==> config.mk <==
export PLATFORM = sky130hd
export DESIGN_NAME = udm_gpio_regs
export DESIGN_NICKNAME = d
export VERILOG_FILES = /design/src/rtl/udm_gpio_pkg.sv /design/src/rtl/udm_gpio_sync.sv /design/src/rtl/udm_gpio_regs.sv
export SDC_FILE = /design/constraint.sdc
export NUM_CORES = 1
export LEC_CHECK = 0
export ABC_AREA = 1
export CORE_MARGIN = 4
export CORE_UTILIZATION = 50
export CTS_BUF_LIST = sky130_fd_sc_hd__clkbuf_2
export DETAILED_ROUTE_END_ITERATION = 8
export DONT_BUFFER_PORTS = 1
export GPL_TIMING_DRIVEN = 0
export HOLD_SLACK_MARGIN = 0.15
export PLACE_DENSITY = 0.69
export SKIP_CTS_REPAIR_TIMING = 1
export SLEW_MARGIN = 0
export SYNTH_ARGS = -nofsm -noshare
export SYNTH_HDL_FRONTEND = slang
export SYNTH_SLANG_ARGS = --single-unit
==> constraint.sdc <==
create_clock -name clk_i -period 1.9 [get_ports clk_i]
set_input_delay 0.095 -clock clk_i [delete_from_list [all_inputs] [get_ports clk_i]]
set_output_delay 0.095 -clock clk_i [all_outputs]
set_load 0.01 [all_outputs]
==> src/rtl/udm_gpio_pkg.sv <==
// Shared constants and helpers for the UDM GPIO register block.
package udm_gpio_pkg;

  // Register byte offsets from the block base address.
  localparam logic [4:0] REG_OUT         = 5'h00;
  localparam logic [4:0] REG_IN          = 5'h04;
  localparam logic [4:0] REG_OUT_SET     = 5'h08;
  localparam logic [4:0] REG_OUT_CLR     = 5'h0C;
  localparam logic [4:0] REG_EDGE_STATUS = 5'h10;
  localparam logic [4:0] REG_EDGE_MASK   = 5'h14;
  localparam logic [4:0] REG_INFO        = 5'h18;
  localparam logic [4:0] REG_RSVD        = 5'h1C;

  // Version byte reported in the top byte of INFO.
  localparam logic [7:0] INFO_VERSION = 8'h01;

  // Expand a 4-bit byte enable into a 32-bit bit mask.
  function automatic logic [31:0] be_to_mask(input logic [3:0] be);
    logic [31:0] mask;
    mask = '0;
    for (int unsigned i = 0; i < 4; i++) begin
      mask[8*i +: 8] = {8{be[i]}};
    end
    return mask;
  endfunction

endpackage

==> src/rtl/udm_gpio_sync.sv <==
// Input synchroniser with one-cycle history and a post-reset arming counter.
module udm_gpio_sync
  import udm_gpio_pkg::*;
#(
  parameter int unsigned WIDTH  = 16,
  parameter int unsigned STAGES = 2
) (
  input  logic             i_clk,
  input  logic             i_rst_n,
  input  logic [WIDTH-1:0] i_gpio,
  output logic [WIDTH-1:0] o_sync,
  output logic [WIDTH-1:0] o_rise,
  output logic [WIDTH-1:0] o_fall,
  output logic             o_armed
);

  // The chain resets to zero, so the first STAGES+1 cycles can show false edges.
  localparam int unsigned ArmCount = STAGES + 1;

  logic [WIDTH-1:0] r_sync [STAGES];
  logic [WIDTH-1:0] r_prev;
  logic [3:0]       r_arm_cnt;
  logic             w_armed;

  // Flop chain that brings the asynchronous inputs into the clock domain.
  always_ff @(posedge i_clk or negedge i_rst_n) begin
    if (!i_rst_n) begin
      for (int unsigned i = 0; i < STAGES; i++) begin
        r_sync[i] <= '0;
      end
    end else begin
      r_sync[0] <= i_gpio;
      for (int unsigned i = 1; i < STAGES; i++) begin
        r_sync[i] <= r_sync[i-1];
      end
    end
  end

  // Previous synchronised sample for edge detection.
  always_ff @(posedge i_clk or negedge i_rst_n) begin
    if (!i_rst_n) begin
      r_prev <= '0;
    end else begin
      r_prev <= r_sync[STAGES-1];
    end
  end

  // Arm counter saturates once the chain and history hold real samples.
  always_ff @(posedge i_clk or negedge i_rst_n) begin
    if (!i_rst_n) begin
      r_arm_cnt <= '0;
    end else if (!w_armed) begin
      r_arm_cnt <= r_arm_cnt + 4'd1;
    end
  end

  assign w_armed = (r_arm_cnt == 4'(ArmCount));

  assign o_sync  = r_sync[STAGES-1];
  assign o_rise  = r_sync[STAGES-1] & ~r_prev;
  assign o_fall  = ~r_sync[STAGES-1] & r_prev;
  assign o_armed = w_armed;

endmodule

==> src/rtl/udm_gpio_regs.sv <==
// Register-mapped GPIO slave on the UDM memory bus: output register with
// set/clear aliases, synchronised inputs, sticky masked edge status, irq.
module udm_gpio_regs
  import udm_gpio_pkg::*;
#(
  parameter logic [31:0] ADDR_BASE   = 32'h0,
  parameter int unsigned OUT_WIDTH   = 16,
  parameter int unsigned IN_WIDTH    = 16,
  parameter int unsigned SYNC_STAGES = 2
) (
  input  logic                 clk_i,
  input  logic                 arst_n_i,
  input  logic                 bus_req_i,
  input  logic                 bus_we_i,
  input  logic [31:0]          bus_addr_bi,
  input  logic [3:0]           bus_be_bi,
  input  logic [31:0]          bus_wdata_bi,
  output logic                 bus_ack_o,
  output logic                 bus_resp_o,
  output logic [31:0]          bus_rdata_bo,
  input  logic [IN_WIDTH-1:0]  gpio_bi,
  output logic [OUT_WIDTH-1:0] gpio_bo,
  output logic                 irq_o
);

  localparam logic [31:0] InfoWord = {INFO_VERSION, 8'(SYNC_STAGES), 8'(IN_WIDTH),
                                      8'(OUT_WIDTH)};

  logic [OUT_WIDTH-1:0] r_out;
  logic [IN_WIDTH-1:0]  r_edge_status;
  logic [IN_WIDTH-1:0]  r_edge_mask;
  logic                 r_irq;
  logic                 r_resp;
  logic [31:0]          r_rdata;

  logic                 w_hit;
  logic                 w_wr;
  logic                 w_rd;
  logic [4:0]           w_offs;
  logic [31:0]          w_be_mask;
  logic [OUT_WIDTH-1:0] w_bm_out;
  logic [OUT_WIDTH-1:0] w_wd_out;
  logic [IN_WIDTH-1:0]  w_bm_in;
  logic [IN_WIDTH-1:0]  w_wd_in;
  logic [OUT_WIDTH-1:0] w_out_nxt;
  logic [IN_WIDTH-1:0]  w_mask_nxt;
  logic [IN_WIDTH-1:0]  w_status_nxt;
  logic [31:0]          w_rd_val;
  logic [IN_WIDTH-1:0]  w_sync;
  logic [IN_WIDTH-1:0]  w_rise;
  logic [IN_WIDTH-1:0]  w_fall;
  logic                 w_armed;
  logic                 w_unused_addr;

  udm_gpio_sync #(
    .WIDTH  (IN_WIDTH),
    .STAGES (SYNC_STAGES)
  ) u_sync (
    .i_clk   (clk_i),
    .i_rst_n (arst_n_i),
    .i_gpio  (gpio_bi),
    .o_sync  (w_sync),
    .o_rise  (w_rise),
    .o_fall  (w_fall),
    .o_armed (w_armed)
  );

  // Always ready: every request is accepted in the cycle it is presented.
  assign bus_ack_o = bus_req_i;

  // Sub-word address bits carry no meaning; registers are word aligned.
  assign w_unused_addr = ^bus_addr_bi[1:0];

  assign w_hit     = (bus_addr_bi[31:5] == ADDR_BASE[31:5]);
  assign w_offs    = {bus_addr_bi[4:2], 2'b00};
  assign w_wr      = bus_req_i & bus_we_i & w_hit;
  assign w_rd      = bus_req_i & ~bus_we_i;
  assign w_be_mask = be_to_mask(bus_be_bi);

  // Bits above the port widths are dropped here, so they never reach state.
  assign w_bm_out = OUT_WIDTH'(w_be_mask);
  assign w_wd_out = OUT_WIDTH'(bus_wdata_bi & w_be_mask);
  assign w_bm_in  = IN_WIDTH'(w_be_mask);
  assign w_wd_in  = IN_WIDTH'(bus_wdata_bi & w_be_mask);

  // Next-state for OUT and EDGE_MASK from byte-masked writes and aliases.
  always_comb begin
    w_out_nxt  = r_out;
    w_mask_nxt = r_edge_mask;
    if (w_wr) begin
      case (w_offs)
        REG_OUT:       w_out_nxt  = (r_out & ~w_bm_out) | w_wd_out;
        REG_OUT_SET:   w_out_nxt  = r_out | w_wd_out;
        REG_OUT_CLR:   w_out_nxt  = r_out & ~w_wd_out;
        REG_EDGE_MASK: w_mask_nxt = (r_edge_mask & ~w_bm_in) | w_wd_in;
        default: ;
      endcase
    end
  end

  // Sticky status: W1C first, then new edges OR in so a same-cycle edge wins.
  always_comb begin
    w_status_nxt = r_edge_status;
    if (w_wr && (w_offs == REG_EDGE_STATUS)) begin
      w_status_nxt = w_status_nxt & ~w_wd_in;
    end
    if (w_armed) begin
      w_status_nxt = w_status_nxt | w_rise | w_fall;
    end
  end

  // Read mux; write-only and reserved offsets return zero.
  always_comb begin
    w_rd_val = '0;
    case (w_offs)
      REG_OUT:         w_rd_val = 32'(r_out);
      REG_IN:          w_rd_val = 32'(w_sync);
      REG_EDGE_STATUS: w_rd_val = 32'(r_edge_status);
      REG_EDGE_MASK:   w_rd_val = 32'(r_edge_mask);
      REG_INFO:        w_rd_val = InfoWord;
      default:         w_rd_val = '0;
    endcase
  end

  // Architectural register state.
  always_ff @(posedge clk_i or negedge arst_n_i) begin
    if (!arst_n_i) begin
      r_out         <= '0;
      r_edge_mask   <= '0;
      r_edge_status <= '0;
      r_irq         <= 1'b0;
    end else begin
      r_out         <= w_out_nxt;
      r_edge_mask   <= w_mask_nxt;
      r_edge_status <= w_status_nxt;
      r_irq         <= |(r_edge_status & r_edge_mask);
    end
  end

  // One-cycle read response; misses still answer so the bus never stalls.
  always_ff @(posedge clk_i or negedge arst_n_i) begin
    if (!arst_n_i) begin
      r_resp  <= 1'b0;
      r_rdata <= '0;
    end else begin
      r_resp  <= w_rd;
      r_rdata <= (w_rd && w_hit) ? w_rd_val : 32'h0;
    end
  end

  assign gpio_bo      = r_out;
  assign bus_resp_o   = r_resp;
  assign bus_rdata_bo = r_rdata;
  assign irq_o        = r_irq;

endmodule

==> flow_summary.html <==
<table>
<tr><th>Metric</th><th>Value</th></tr>
<tr><th colspan="2">Final layout</th></tr>
<tr><td>Fraction of layout cells with a size suffix above 1</td><td>0.104</td></tr>
<tr><td>Post-Route Utilization</td><td>0.694</td></tr>
<tr><td>Most used cells in the layout excluding fill and tap cells</td><td>160 x sky130_fd_sc_hd__nand2_1, 139 x sky130_fd_sc_hd__dlygate4sd3_1, 119 x sky130_fd_sc_hd__dfrtp_1</td></tr>
<tr><td>Multi-input logic area</td><td>about 0.0023 mm²</td></tr>
<tr><td>Leading cell type in the layout, fill and taps excluded</td><td>sky130_fd_sc_hd__nand2_1</td></tr>
<tr><td>Final Net Count</td><td>954</td></tr>
<tr><td>Area used by sequential logic in the layout</td><td>0.00298 mm²</td></tr>
<tr><td>Fin cells</td><td>approximately 1,000</td></tr>
<tr><td>Area added between synthesis and finish</td><td>33.2%</td></tr>
<tr><td>Final standard cell area without fillers</td><td>0.00766 mm²</td></tr>
<tr><td>Fill count</td><td>881</td></tr>
<tr><th colspan="2">GRT</th></tr>
<tr><td>All-Layer GR Usage</td><td>0.246</td></tr>
<tr><td>Wire length of the first global-routing pass</td><td>24,800 µm</td></tr>
<tr><td>Overflow left after global routing</td><td>0</td></tr>
<tr><td>Antenna violations before repair</td><td>1</td></tr>
<tr><td>Largest net degree at the start of global routing</td><td>120</td></tr>
<tr><td>Via count of the first global-routing pass</td><td>4,896</td></tr>
<tr><th colspan="2">STA</th></tr>
<tr><td>Maximum clock rate</td><td>0.516 GHz</td></tr>
<tr><td>Setup_tns</td><td>-0.0703 ns</td></tr>
<tr><td>Minimum hold slack</td><td>-0.956 ns</td></tr>
<tr><td>Finish-stage setup viols</td><td>3</td></tr>
<tr><td>Post-route fraction of the period consumed by the critical path</td><td>1.02</td></tr>
<tr><td>Worst path setup slack after routing</td><td>-0.0378 ns</td></tr>
<tr><td>Fin. max-slew vios</td><td>0</td></tr>
<tr><td>Clock tree skew after final layout</td><td>0.0239 ns</td></tr>
<tr><td>Tightest Pin Transition</td><td>just over 0.9 ns</td></tr>
<tr><td>Rel. slew slack</td><td>0.377</td></tr>
<tr><td>Number of hold violations in the final report</td><td>119</td></tr>
<tr><td>Time the final worst path needs with I/O delays and setup</td><td>approximately 1.9 ns</td></tr>
<tr><th colspan="2">Placed design</th></tr>
<tr><td>Placement Cell Area</td><td>0.00597 mm²</td></tr>
<tr><td>Port-buffer cells</td><td>0</td></tr>
<tr><td>Final RePlAce weighted congestion</td><td>0.922</td></tr>
<tr><td>Placed Instances</td><td>847</td></tr>
<tr><td>Half-perimeter wire length of the detailed placement result</td><td>~11,000 µm</td></tr>
<tr><td>Worst slack at placement</td><td>-0.0767 ns</td></tr>
<tr><th colspan="2">Worst setup path</th></tr>
<tr><td>Worst reg-to-reg path cell count</td><td>7</td></tr>
<tr><td>Kind of capture point of the worst setup path</td><td>flip-flop</td></tr>
<tr><td>Largest delay share family, worst path</td><td>simple AND/OR/NAND/NOR gates</td></tr>
<tr><td>Worst setup path category</td><td>input pin to flip-flop</td></tr>
<tr><td>Critical R2R Capture</td><td>r_edge_status[9]$_DFF_PN0_</td></tr>
<tr><td>Endpoint arrival time on the critical path</td><td>2.61 ns</td></tr>
<tr><td>Worst path cell trace</td><td>dlygate4sd3_1 -&gt; nor2_1 -&gt; nand2_1 -&gt; nor2_1 -&gt; nand2_1 -&gt; nor3_1 -&gt; nand2_1 -&gt; dlygate4sd3_1 -&gt; nand2_1</td></tr>
<tr><td>WP data required</td><td>between 2 and 3 ns</td></tr>
<tr><td>Cell repeated most along the worst path</td><td>sky130_fd_sc_hd__nand2_1</td></tr>
<tr><td>Register-to-register path setup slack</td><td>0.24 ns</td></tr>
<tr><td>Reg2reg start</td><td>u_sync.r_arm_cnt[0]$_DFFE_PN0P_</td></tr>
<tr><td>Nature of the critical path startpoint</td><td>input pin</td></tr>
<tr><td>Number of buffer and inverter instances along the worst setup path</td><td>2</td></tr>
<tr><td>Delay of the slowest cell on the worst path</td><td>0.71 ns</td></tr>
<tr><td>Highest net fanout along the worst path</td><td>4</td></tr>
<tr><td>Critical-path cell with the highest stage delay</td><td>sky130_fd_sc_hd__nor3_1</td></tr>
<tr><th colspan="2">Pwr</th></tr>
<tr><td>Fraction of power consumed by sequential logic</td><td>0.530</td></tr>
<tr><td>Maximum ir drop on the vdd rail</td><td>0.000567 V</td></tr>
<tr><td>Static leakage</td><td>between 3 and 4 nW</td></tr>
<tr><td>Switching share of power</td><td>0.257</td></tr>
<tr><td>Combinational cell fraction of total power</td><td>0.097</td></tr>
<tr><td>Internal power</td><td>3.68 mW</td></tr>
<tr><td>Overall power</td><td>4.95 mW</td></tr>
<tr><td>Clock network fraction of total power</td><td>0.373</td></tr>
<tr><td>Switching power summed over all nets</td><td>1.27 mW</td></tr>
<tr><td>Total power density per cell area</td><td>646 mW/mm²</td></tr>
<tr><th colspan="2">Clock network</th></tr>
<tr><td>Inserted Clock Buffers</td><td>17</td></tr>
<tr><td>Master cell of the clock root buffer</td><td>sky130_fd_sc_hd__clkbuf_2</td></tr>
<tr><td>Clock slew at the register clock pins of the worst setup and hold paths</td><td>0.18 ns</td></tr>
<tr><td>H-tree depth</td><td>4</td></tr>
<tr><td>TritonCTS Sinks</td><td>119</td></tr>
<tr><td>Insertion delay of the later-clocked pin in the worst-skew pair</td><td>0.71 ns</td></tr>
<tr><td>CTS tree</td><td>yes</td></tr>
<tr><td>Deepest clock path buffer count</td><td>2</td></tr>
<tr><th colspan="2">Floorplanning</th></tr>
<tr><td>Die height</td><td>115 µm</td></tr>
<tr><td>Width of the die</td><td>approximately 120 µm</td></tr>
<tr><td>IO Count</td><td>139</td></tr>
<tr><td>Starting Density</td><td>0.521</td></tr>
<tr><td>Row count</td><td>38</td></tr>
<tr><td>Core region area</td><td>0.0110 mm²</td></tr>
<tr><td>Die footprint</td><td>approximately 0.013 mm²</td></tr>
<tr><th colspan="2">Detailed routing</th></tr>
<tr><td>Number of iterations in the first detailed-routing pass</td><td>7</td></tr>
<tr><td>Post-Route WL</td><td>18,200 µm</td></tr>
<tr><td>Number of vias per cell</td><td>5.64</td></tr>
<tr><td>Remaining antenna violation count</td><td>0</td></tr>
<tr><td>Average wire length per cell after detail routing</td><td>17.8 µm</td></tr>
<tr><td>Total number of vias</td><td>5,774</td></tr>
<tr><td>DR iter-0 viols</td><td>746</td></tr>
<tr><td>Remaining DRCs</td><td>0</td></tr>
<tr><th colspan="2">Hold path</th></tr>
<tr><td>Hold crit path type</td><td>input pin to async pin</td></tr>
<tr><th colspan="2">Yosys</th></tr>
<tr><td>Count of flip-flops with a built-in enable after synthesis</td><td>0</td></tr>
<tr><td>Number of instances in the synthesized netlist</td><td>694</td></tr>
<tr><td>Number of warnings printed during yosys synthesis</td><td>0</td></tr>
<tr><td>Synth Cell Area</td><td>roughly 0.0058 mm²</td></tr>
<tr><td>Seq/Total Area, Yosys</td><td>0.518</td></tr>
<tr><td>Primary flip-flop cell chosen by synthesis mapping</td><td>sky130_fd_sc_hd__dfrtp_1</td></tr>
<tr><td>Number of flip-flops and latches in the synthesized netlist</td><td>119</td></tr>
<tr><td>Number of distinct standard cells referenced by the synthesized netlist</td><td>38</td></tr>
<tr><td>Syn avg cell area</td><td>8.29 µm²</td></tr>
<tr><td>Fraction of registers with async set/reset</td><td>1.00</td></tr>
<tr><th colspan="2">Run status</th></tr>
<tr><td>Violated checks</td><td>hold timing, setup timing</td></tr>
<tr><td>Outcome</td><td>complete, but fails checks</td></tr>
<tr><th colspan="2">Flow run</th></tr>
<tr><td>Max Cap Violations</td><td>0</td></tr>
</table>
==> per-layer routing <==
metal  up-vias  part of all wire  global-route usage  routed length (µm)
met1      2728              0.39               0.315                7070
li1       2597                 -                   -                   -
met2       364              0.47               0.381                8540
met4         0             0.042               0.114                 772
met3        85              0.10              0.0800                1850
met5         -                 0                   0                   0
==> cell families after synthesis <==
family                     share of synthesized area
and+or+nand+nor                                0.267
buffers and inverters                         0.0994
DFF                                            0.518
AOI/OAI and AO/OA                              0.108
xor gates and xnor gates                     0.00457
adders and majority gates                    0.00218
other                                       0.000652
==> layout make-up <==
type                    count  share of cell area
plain buffers              43              0.0350
diodes                      5             0.00163
clock inverters            14              0.0239
inverters                  80              0.0397
clock buffers              18              0.0118
well taps                 140              0.0229
flip-flops and latches    119               0.389
multi-input cells         465               0.295
repair buffers            139               0.182
==> power groups by stage <==
stage | combinational, mW | clock, mW | sequential (mW)
floorplan | 0.234 | 0 | 2.66
global placement | 0.295 | 0 | 2.66
detailed placement | 0.300 | 0 | 2.67
CTS | 0.301 | 1.88 | 2.62
global route | 0.520 | 2.00 | 2.63
finish | 0.481 | 1.85 | 2.62
==> synth_stat cells (all sizes together), types with 2 or more instances <==
cell / number / share of area
nand3b: 15 / 0.020
a21oi: 38 / 0.034
dfrtp: 119 / 0.52
nand4: 30 / 0.035
inv: 78 / 0.051
nand2: 161 / 0.11
clkbuf: 8 / 0.0052
o211ai: 2 / 0.0026
xnor2: 2 / 0.0030
nor3: 2 / 0.0037
a21boi: 6 / 0.0078
o21ai: 48 / 0.048
nor4: 2 / 0.0022
nor2: 68 / 0.045
buf: 35 / 0.041
clkinv: 2 / 0.0015
o22ai: 12 / 0.013
nand3: 60 / 0.055
==> worst max path at each step <==
stage	from	endpoint	slack, ns	cells past startpoint
2_1_floorplan	u_sync.r_arm_cnt[0]$_DFFE_PN0P_	r_edge_status[10]$_DFF_PN0_	0.48	7
3_3_place_gp	u_sync.r_arm_cnt[0]$_DFFE_PN0P_	r_edge_status[13]$_DFF_PN0_	-0.03	7
3_5_place_dp	u_sync.r_arm_cnt[0]$_DFFE_PN0P_	r_edge_status[10]$_DFF_PN0_	-0.08	7
4_1_cts	u_sync.r_arm_cnt[0]$_DFFE_PN0P_	r_edge_status[10]$_DFF_PN0_	-0.13	7
5_1_grt	bus_addr_bi[21]	flip-flop	-0.07	9
6_report	bus_addr_bi[31]	flip-flop	-0.04	9
No activity file was read; power rests on OpenSTA's default activity.
